==> src/rtl/proc_pkg.sv <==
// rtl/proc_pkg.sv - shared proc opcode, field and feeder-state definitions
package proc_pkg;

    localparam logic [3:0] OP_LD   = 4'b0000;
    localparam logic [3:0] OP_ST   = 4'b0001;
    localparam logic [3:0] OP_MV   = 4'b0010;
    localparam logic [3:0] OP_MVNZ = 4'b0011;
    localparam logic [3:0] OP_MVI  = 4'b0100;
    localparam logic [3:0] OP_ADD  = 4'b0101;
    localparam logic [3:0] OP_SUB  = 4'b0110;
    localparam logic [3:0] OP_AND  = 4'b0111;
    localparam logic [3:0] OP_OR   = 4'b1000;
    localparam logic [3:0] OP_XOR  = 4'b1001;
    localparam logic [3:0] OP_SLL  = 4'b1010;
    localparam logic [3:0] OP_SRL  = 4'b1011;

    localparam logic [15:0] HALT_WORD = 16'hFFFF;

    localparam int OPC_HI = 15;
    localparam int OPC_LO = 12;
    localparam int X_HI   = 11;
    localparam int X_LO   = 9;
    localparam int Y_HI   = 8;
    localparam int Y_LO   = 6;

    typedef enum logic [3:0] {
        S_IDLE,
        S_FETCH,
        S_WAITI,
        S_FETCHIMM,
        S_WAITIMM,
        S_EXEC,
        S_GAP1,
        S_GAP2,
        S_HALTED,
        S_ERROR
    } feeder_state_e;

    function automatic logic [3:0] opcode_of(input logic [15:0] word);
        return word[OPC_HI:OPC_LO];
    endfunction

endpackage

==> src/rtl/feeder_watchdog.sv <==
// rtl/feeder_watchdog.sv - EXEC-cycle watchdog counter with load, enable and expire
module feeder_watchdog #(
    parameter int unsigned TIMEOUT = 16
) (
    input  logic clk,
    input  logic reset,
    input  logic load,
    input  logic enable,
    output logic expire
);

    localparam int unsigned W = $clog2(TIMEOUT + 1);
    localparam logic [W-1:0] LAST = W'(TIMEOUT - 1);

    logic [W-1:0] cnt;

    // expire flags the TIMEOUT-th enabled cycle, so the caller sees exactly TIMEOUT cycles
    assign expire = enable && (cnt == LAST);

    always_ff @(posedge clk) begin
        if (reset || load) begin
            cnt <= '0;
        end else if (enable && !expire) begin
            cnt <= cnt + W'(1);
        end
    end

endmodule

==> src/rtl/proc_program_feeder.sv <==
// rtl/proc_program_feeder.sv - sequences ROM instructions into the proc via DIN/Run/Done
module proc_program_feeder
    import proc_pkg::*;
#(
    parameter int unsigned AW      = 8,
    parameter int unsigned TIMEOUT = 16,
    parameter int unsigned CW      = 16
) (
    input  logic          Clock,
    input  logic          Reset,
    input  logic          Start,
    output logic [AW-1:0] rom_addr,
    input  logic [15:0]   rom_data,
    output logic [15:0]   DIN,
    output logic          Run,
    input  logic          Done,
    output logic          Busy,
    output logic          Halted,
    output logic          Timeout,
    output logic [CW-1:0] InstrCount
);

    feeder_state_e state, next_state;

    logic [AW-1:0] pc;
    logic [15:0]   instr;
    logic [15:0]   imm;
    logic          exec_first;
    logic          is_mvi;
    logic          start_ok;
    logic          wd_expire;

    assign is_mvi   = (opcode_of(instr) == OP_MVI);
    assign start_ok = Start && (state == S_IDLE || state == S_HALTED || state == S_ERROR);

    feeder_watchdog #(.TIMEOUT(TIMEOUT)) u_watchdog (
        .clk    (Clock),
        .reset  (Reset),
        .load   (state != S_EXEC),
        .enable (state == S_EXEC),
        .expire (wd_expire)
    );

    always_ff @(posedge Clock) begin
        if (Reset) begin
            state <= S_IDLE;
        end else begin
            state <= next_state;
        end
    end

    always_comb begin
        next_state = state;
        case (state)
            S_IDLE, S_HALTED, S_ERROR: if (Start) next_state = S_FETCH;
            S_FETCH:    next_state = S_WAITI;
            S_WAITI: begin
                if (rom_data == HALT_WORD)              next_state = S_HALTED;
                else if (opcode_of(rom_data) == OP_MVI) next_state = S_FETCHIMM;
                else                                    next_state = S_EXEC;
            end
            S_FETCHIMM: next_state = S_WAITIMM;
            S_WAITIMM:  next_state = S_EXEC;
            // Done takes priority over a watchdog expiry in the same cycle
            S_EXEC: begin
                if (Done)           next_state = S_GAP1;
                else if (wd_expire) next_state = S_ERROR;
            end
            S_GAP1:     next_state = S_GAP2;
            S_GAP2:     next_state = S_FETCH;
            default:    next_state = S_IDLE;
        endcase
    end

    // rom_addr is updated on the edge that enters FETCH/FETCHIMM so the sync ROM answers in the following WAIT state
    always_ff @(posedge Clock) begin
        if (Reset) begin
            pc         <= '0;
            rom_addr   <= '0;
            instr      <= '0;
            imm        <= '0;
            exec_first <= 1'b0;
            InstrCount <= '0;
        end else begin
            exec_first <= (next_state == S_EXEC) && (state != S_EXEC);
            if (start_ok) begin
                pc         <= '0;
                rom_addr   <= '0;
                InstrCount <= '0;
            end
            case (state)
                S_WAITI: begin
                    instr <= rom_data;
                    if (next_state == S_FETCHIMM) rom_addr <= pc + AW'(1);
                end
                S_WAITIMM: imm <= rom_data;
                S_EXEC: begin
                    if (Done) begin
                        pc <= pc + (is_mvi ? AW'(2) : AW'(1));
                        if (InstrCount != '1) InstrCount <= InstrCount + CW'(1);
                    end
                end
                S_GAP2:  rom_addr <= pc;
                default: ;
            endcase
        end
    end

    always_comb begin
        Run     = (state == S_EXEC);
        DIN     = '0;
        if (Run) DIN = (exec_first || !is_mvi) ? instr : imm;
        Busy    = !(state == S_IDLE || state == S_HALTED || state == S_ERROR);
        Halted  = (state == S_HALTED);
        Timeout = (state == S_ERROR);
    end

endmodule

==> config.mk <==
export PLATFORM = sky130hd
export DESIGN_NAME = proc_program_feeder
export DESIGN_NICKNAME = d
export VERILOG_FILES = /design/src/rtl/proc_pkg.sv /design/src/rtl/feeder_watchdog.sv /design/src/rtl/proc_program_feeder.sv
export SDC_FILE = /design/constraint.sdc
export NUM_CORES = 1
export LEC_CHECK = 0
export BUFFER_PORTS_ARGS = -buffer_cell sky130_fd_sc_hd__buf_2
export CAP_MARGIN = 20
export CORE_MARGIN = 5
export CORE_UTILIZATION = 60
export DETAILED_ROUTE_END_ITERATION = 10
export GPL_ROUTABILITY_DRIVEN = 0
export PLACE_DENSITY = 0.82
export SLEW_MARGIN = 20
export SYNTH_ARGS = -nofsm -noshare
export SYNTH_HDL_FRONTEND = slang
export SYNTH_SLANG_ARGS = --single-unit
==> constraint.sdc <==
create_clock -name Clock -period 6.55 [get_ports Clock]
set_clock_uncertainty 0.15 [all_clocks]
set_input_delay 0.655 -clock Clock [delete_from_list [all_inputs] [get_ports Clock]]
set_output_delay 0.655 -clock Clock [all_outputs]
set_load 0.03 [all_outputs]
==> metrics.txt, run 1 <==
status finished clean; row cnt 28; setup_tns 0 ns; RSZ-0062 raised after global routing false; most common cell in the netlist nand2_1; antenna violations before repair 0; Syn Nets roughly 510; Area Growth Syn to Fin 14.0%; Max stage delay on crit path 0.81 ns; biggest area consumer among synthesized cells dfxtp_1; final WL roughly 9.4 mm; Initial Util about 63%; CTS H-tree depth 3; number of buffers created by CTS 9; Seq/Total Area, Yosys between 30% and 40%; Critical Path Most Common Cell nor2_1; EDFF count, synth 0; R2R depth 8; Hold Path Stages 2; Final HPWL DP around 6.5 mm; CP Data Required Time 5.74 ns; peak supply drop 0.151 mV; ys async rst share 0%; die area between 7000 and 8000 sq um; mapped cell area between 3000 and 4000 sq um; crit end category primary output; DR WL/cell between 15 and 20 microns; global-route wire length before repair approximately 16 mm; Fin. Hold Viols 0; yosys synthesis warning count 0; Layout Utilization a little under three quarters; die width between 80 and 90 microns; Syn Inst Count just under 500; pins over their slew limit 0; CP bufs+invs 1; Ports 64; R2R setup slack 4.09 ns; slowest CP cell nor2_1; Worst-Skew Late Latency around 0.34 ns; CTS Root Cell clkbuf_8; CTS tree built; Syn Area/Cell around 7.7 sq um; worst hold path startpoint imm[9]; Synth cell types 67; leakage 0.00163 uW; largest net degree at the start of global routing 55; worst path cell trace or4b_1 > nor2_1 > a21oi_1 > nor2_1 > buf_2; Post-synth top cells nand2_1 (110), dfxtp_1 (74), a21oi_1 (61), nor2_1 (35), o21ai_0 (22); # DRC 0; RR Startpoint u_watchdog.cnt[0]; Min-Delay Path Class reg2reg; CTS Buffer Depth 2; number of fill cells in the layout between 400 and 500; critical path class reg2out; top-area cell type share of the netlist area about two fifths; synthesized flop and latch total 74; cell family with most CP delay simple AND/OR/NAND/NOR gates; startpoint types register; fmax around 290 MHz; crit share post-route between 50% and 60%; Min-Delay Endpoint imm[9]; Tmin final around 3.5 ns; total setup buffers inserted after CTS 0; # diodes 0; drt first pass iters 5; IO buf count 63; Slew Limit Headroom ~32%; GRT Residual Overflow 0; Critical Path AT around 2.7 ns; core area between 5000 and 6000 sq um; number of routed nets with antenna violations 0; # resized after CTS 0; Final setup viols 0; routed vias/inst 6.06; Final nets 562; worst reg2reg endpoint exec_first; GRT Overall Usage roughly a quarter; Max Fanout on Critical Path 15; leading post-synthesis cells by cell area dfxtp_1 (39%), nand2_1 (11%), a21oi_1 (8.1%), nor2_1 (3.5%), o21ai_0 (2.9%); ratio of cells with drive above 1 in the final layout 17.6%; CTS hold repair buffers 0; vias in the first global route about 3500; Clock transition at path regs 0.08 ns; via count ~3700; slew of the pin with the lowest slew margin slightly above 1 ns; MaxCap Viol Count 0; top_reg_cell synth dfxtp_1; Die Y slightly below 90 microns; PwrDens between 200 and 300 nW/um^2; # clock sinks 74; iteration-0 DRC count of the detailed router 349
==> how the worst max path moves through the flow <==
stage	start	to	slack [ns]	depth (start not counted)
after floorplan	instr[15]	DIN[10]	3.80	5
after global placement	instr[15]	DIN[13]	3.61	5
after detailed placement	instr[15]	DIN[4]	3.47	5
after CTS	instr[15]	DIN[12]	2.97	5
after global routing	instr[15]	DIN[12]	2.90	5
final	instr[15]	DIN[12]	3.06	5
==> registers in the layout, indices dropped and copies added (netlist names) <==
| register | count |
|---|---|
| exec_first | 1 |
| rom_addr | 8 |
| instr | 16 |
| pc | 8 |
| imm | 16 |
| InstrCount | 16 |
| state | 4 |
| u_watchdog.cnt | 5 |
==> per-stage QoR <==
step                      cell area [sq um]  cells  worst slack (ns)  hold WS, ns  power (uW)
after floorplan                        3750    487              3.80        0.286         728
after global placement                 4040    599              3.61        0.292         786
after detailed placement               4040    599              3.47        0.298         792
after CTS                              4280    615              2.97        0.308        1200
after global routing                   4280    615              2.90        0.323        1260
final                                  4280    615              3.06        0.310        1200
==> layout by cell type, fill, tap and decap left out, types with 4 or more instances in the layout <==
cell type	synthesis	layout
and3_1	5	5
o211ai_1	6	6
a21oi_1	61	61
dfxtp_1	74	74
or3_1	5	5
a21o_1	5	5
buf_2	5	63
inv_1	11	11
nand3_1	19	19
a31oi_1	6	6
nand2b_1	4	4
o21ai_0	22	22
nand4_1	12	12
ha_1	6	6
clkbuf_8	0	12
nor3b_1	4	4
nor4_1	5	5
nand2_1	110	110
nor2_1	35	35
nor3_1	6	6
==> power by group <==
part	total (uW)	internal [uW]	switching (uW)
combinational	262	81.2	181
sequential	526	487	38.4
clock	412	245	167
==> worst reg2reg max path, stage by stage, from the launching register on <==
cell and delay, ns:
dfxtp_1 0.34, ha_1 0.22, and3_1 0.19, ha_1 0.30
nor2b_1 0.18, o21ai_0 0.16, nand2_1 0.10, a2111o_1 0.43
a221oi_1 0.30
==> layout make-up <==
type                       count  area, sq um  area share (%)
multi-input combinational    373         2090            48.8
timing repair buffer          65          330            7.72
sequential                    74         1480            34.6
inverter                      12         46.3            1.08
tap                           75         93.8            2.19
clock buffer                  12          165            3.86
clock inverter                 4         72.6            1.70
==> routing by layer <==
metal	vias to the layer above	wire length, microns	GRT usage, %
met5	-	0	0
met4	0	197	10.6
met3	19	542	3.96
met2	132	4570	41.3
met1	1749	4080	32.7
li1	1828	-	-
==> cells by family after synthesis <==
group / after synthesis / share of synthesized area, %
and+or+nand+nor: 229 / 30.2
AOI/OAI and AO/OA: 130 / 21.2
DFF: 74 / 39.5
buffers and inverters: 40 / 4.90
adders and majority gates: 7 / 2.53
xor gates and xnor gates: 6 / 1.40
muxes: 1 / 0.267
Note: power is estimated with default switching activity, not from simulation.
==> inputs of run 2 (changes only) <==
Settings changed: CORE_UTILIZATION 60 to 56, PLACE_DENSITY 0.82 to 0.78.
Clock period 6.55 ns to 3.3 ns, I/O delays scaled along.
==> metrics.txt, run 2 (synthesis gave the netlist of run 1 again) <==
Max Fanout on Critical Path 15; Clock transition at path regs roughly 0.08 ns; Initial Util about three fifths; # DRC 0; startpoint types register; status finished clean; Fin. Hold Viols 0; slew of the pin with the lowest slew margin 0.712 ns; GRT Overall Usage 22.2%; CTS hold repair buffers 0; Layout Utilization between 60% and 70%; Non-Filler Instances ~620; DR WL/cell 15.2 microns; CP Data Required Time between 2 and 3 ns; Pwr Total about 2300 uW; Slew Limit Headroom ~53%; GRT Residual Overflow 0; # diodes 0; vias in the first global route around 3300; CTS Root Cell clkbuf_8; Ports 64; CTS Buffer Depth 2; ratio of cells with drive above 1 in the final layout approximately 18%; Area Growth Syn to Fin 13.9%; fmax ~380 MHz; row cnt 29; total setup buffers inserted after CTS 0; die area between 8000 and 9000 sq um; DP Cell Count 603; pins over their slew limit 0; # resized after CTS 0; final WL between 9 and 10 mm; leakage ~0.0016 uW; RSZ-0062 raised after global routing false; Final setup viols 0; drt first pass iters 5; crit share post-route approximately 80%; PwrDens 546 nW/um^2; Final HPWL DP between 6 and 7 mm; routed vias/inst 5.94; MaxCap Viol Count 0; CTS tree built; iteration-0 DRC count of the detailed router roughly 280; Tmin final between 2 and 3 ns; commonest non-fill, non-tap cell in the layout nand2_1; global-route wire length before repair 15.7 mm; Largest regs InstrCount: 16 flops, imm: 16 flops, instr: 16 flops; number of buffers created by CTS 9; # clock sinks 74; Worst-Skew Late Latency 0.34 ns; Hold Slack a little over 0.1 ns; CTS H-tree depth 3; core area 6420 sq um; setup_tns 0 ns; IO buf count 63; largest net degree at the start of global routing 54; die width approximately 90 microns; antenna violations before repair 0; number of routed nets with antenna violations 0; Critical Path AT roughly 2.1 ns; Min-Delay Path Class in2reg; peak supply drop 0.286 mV; Final nets ~560; most frequent cells in the layout nand2_1 (110), dfxtp_1 (74), buf_2 (63); Die Y a little over 90 microns; via count roughly 3700; critical path class reg2out; crit end category primary output
[run 2: cell count changes in the layout (fill, tap and decap cells not counted)]
cell      before  now
clkbuf_8      12   10
clkinv_2       2    3
buf_4          2    4
clkbuf_1       0    1
[run 2: power by group]
part	switching (uW)	internal (uW)	total, uW
clock network	322	444	766
registers	74.7	967	1040
logic	363	163	526
total	759	1570	2330
[run 2: final timing paths]
| path | start | endpoint | slack [ns] | cells past startpoint |
|---|---|---|---|---|
| setup reg to reg | instr[15] | pc[6] | 0.95 | 4 |
| hold reg to reg | imm[13] | imm[13] | 0.31 | 2 |
| hold / removal | rom_data[6] | instr[6] | 0.10 | 3 |
| setup / recovery | instr[15] | DIN[1] | 0.69 | 6 |
[run 2: layout make-up]
type                       count  area [sq um]
clock buffer                  11           141
inverter                      12          46.3
clock inverter                 5          77.6
timing repair buffer          67           345
tap                           77          96.3
sequential                    74          1480
fill                         579          2150
multi-input combinational    373          2090
[run 2: critical path, stage by stage (launching register included)]
cell and delay (ns):
dfxtp_1 0.32, or4b_1 0.64, nor2_1 0.13, buf_4 0.23
nand2_1 0.08, a21oi_1 0.16, buf_2 0.23
[run 2: layer usage]
layer	track usage (%)	share of wire [%]	vias to the layer above	wire length [microns]
met4	7.92	1.2	0	115
met5	0	0	-	0
met3	4.26	5.8	11	547
met2	36.5	49	125	4560
li1	-	-	1829	-
met1	29.3	44	1714	4170
[run 2: through the flow]
stage	setup WS, ns	cell area [sq um]
global placement	1.01	4060
floorplan	0.872	3750
global route	0.542	4280
finish	0.692	4280
detailed placement	0.947	4060
CTS	0.651	4280
==> inputs of run 3 (changes only) <==
Clock period 3.3 ns to 2.4 ns, I/O delays scaled along.
==> metrics.txt, run 3 (synthesis gave the netlist of run 1 again) <==
routed vias/inst 6.05; CTS Root Cell clkbuf_8; CTS Buffer Depth 2; critical path class reg2out; Fin. Hold Viols 0; global-route wire length before repair between 15 and 20 mm; CP Data Required Time about 2.0 ns; Ports 64; slew of the pin with the lowest slew margin between 0.6 and 0.7 ns; GRT Overall Usage between 20% and 30%; die width 91.9 microns; number of routed nets with antenna violations 0; pins over their slew limit 0; # clock sinks 74; startpoint types register; Max stage delay on crit path 0.58 ns; Hold Slack between 0.01 and 0.015 ns; # diodes 0; ratio of cells with drive above 1 in the final layout 19.0%; crit share post-route between 90% and 100%; dpl ws about 0.047 ns; CTS H-tree depth 3; drt first pass iters 5; Die Y ~92 microns; register area between 1000 and 1500 sq um; status finished clean; most frequent cells in the layout nand2_1 (110), dfxtp_1 (74), a21oi_1 (61); Max Fanout on Critical Path 7; leakage 0.00170 uW; final worst setup slack roughly 0.078 ns; antenna violations before repair 0; Clock transition at path regs around 0.07 ns; PwrDens approximately 710 nW/um^2; multi-input logic area between 2000 and 2500 sq um; Area Growth Syn to Fin 18.1%; Largest regs InstrCount: 16 flops, imm: 16 flops, instr: 16 flops; IO buf count 63; peak supply drop ~0.43 mV; Final setup viols 0; row cnt 29; worst path cell trace or4b_4 > nor2_4 > buf_4 > nand2_1 > a21oi_1 > buf_2; Tmin final between 2 and 2.5 ns; vias in the first global route 3442; Final nets ~580; iteration-0 DRC count of the detailed router 310; slowest CP cell or4b_4; largest net degree at the start of global routing 34; crit end category primary output; fmax 431 MHz; CTS tree built; commonest non-fill, non-tap cell in the layout nand2_1; Slew Limit Headroom 59.1%; Min-Delay Path Class in2reg; number of buffers created by CTS 9; die area between 8000 and 9000 sq um; final WL 10.1 mm; Final HPWL DP ~7 mm; core area approximately 6400 sq um; DR WL/cell ~16 microns; RSZ-0062 raised after global routing true; # DRC 0; GRT Residual Overflow 0; Initial Util just under 60%; MaxCap Viol Count 0; Critical Path AT 1.93 ns; via count 3850; number of fill cells in the layout approximately 530; Worst-Skew Late Latency around 0.35 ns
[run 3: changes by cell type in the layout (fill, tap and decap cells not counted), sizes merged]
cell	delta
bufinv	-1
dlygate4sd3	+8
clkbuf	+2
buf	+9
clkinvlp	-1
[run 3: what timing repair did]
| item | 4_1_cts | 5_1_grt |
|---|---|---|
| pin swaps | 0 | 1 |
| hold buffers | 8 | 0 |
| endpoints found under the hold margin | 12 | 0 |
| buffers inserted | 0 | 1 |
| gates resized for setup | 7 | 10 |
| setup endpoints to repair | 15 | 15 |
| cloned | 1 | 0 |
[run 3: final timing paths]
| check | start | to | slack (ns) | cells past startpoint |
|---|---|---|---|---|
| max | instr[13] | DIN[8] | 0.08 | 6 |
| min reg2reg | rom_addr[3] | rom_addr[3] | 0.31 | 2 |
| min | rom_data[11] | imm[11] | 0.01 | 3 |
| max reg2reg | instr[13] | pc[6] | 0.12 | 4 |
[run 3: cell type report]
type / instances / share of cell area [%]
sequential: 74 / 33.4
tap: 77 / 2.17
timing repair buffer: 85 / 11.8
inverter: 12 / 1.04
clock inverter: 3 / 0.903
multi-input combinational: 373 / 47.4
clock buffer: 12 / 3.27
[run 3: stage by stage]
stage               instances  area, sq um  power (uW)  setup TNS, ns  util [%]
finish                    636         4430        3170              0      69.0
global route              636         4430        3340        -0.0428      69.0
CTS                       635         4410        3170              0      68.6
detailed placement        611         4120        2210              0      64.1
global placement          611         4120        2190              0      64.1
floorplan                 487         3750        1990              0         -
[run 3: worst max-delay path: cells and delay by family, from the launching register on]
family	cells	cell delay [ns]
buffers and inverters	2	0.38
DFF	1	0.33
AOI/OAI and AO/OA	1	0.11
and+or+nand+nor	3	0.77
[run 3: where the power goes]
group | leakage [uW] | internal, uW | switching, uW
combinational | 0.00100 | 263 | 518
sequential | 0.000598 | 1330 | 112
clock | 0.0000962 | 501 | 443
[run 3: layer usage]
| metal | track usage [%] | part of all wire, % | up-vias |
|---|---|---|---|
| met3 | 4.09 | 7.1 | 24 |
| met4 | 11.1 | 2.3 | 0 |
| li1 | - | - | 1859 |
| met5 | 0 | 0 | - |
| met1 | 31.8 | 42 | 1786 |
| met2 | 38.0 | 48 | 181 |
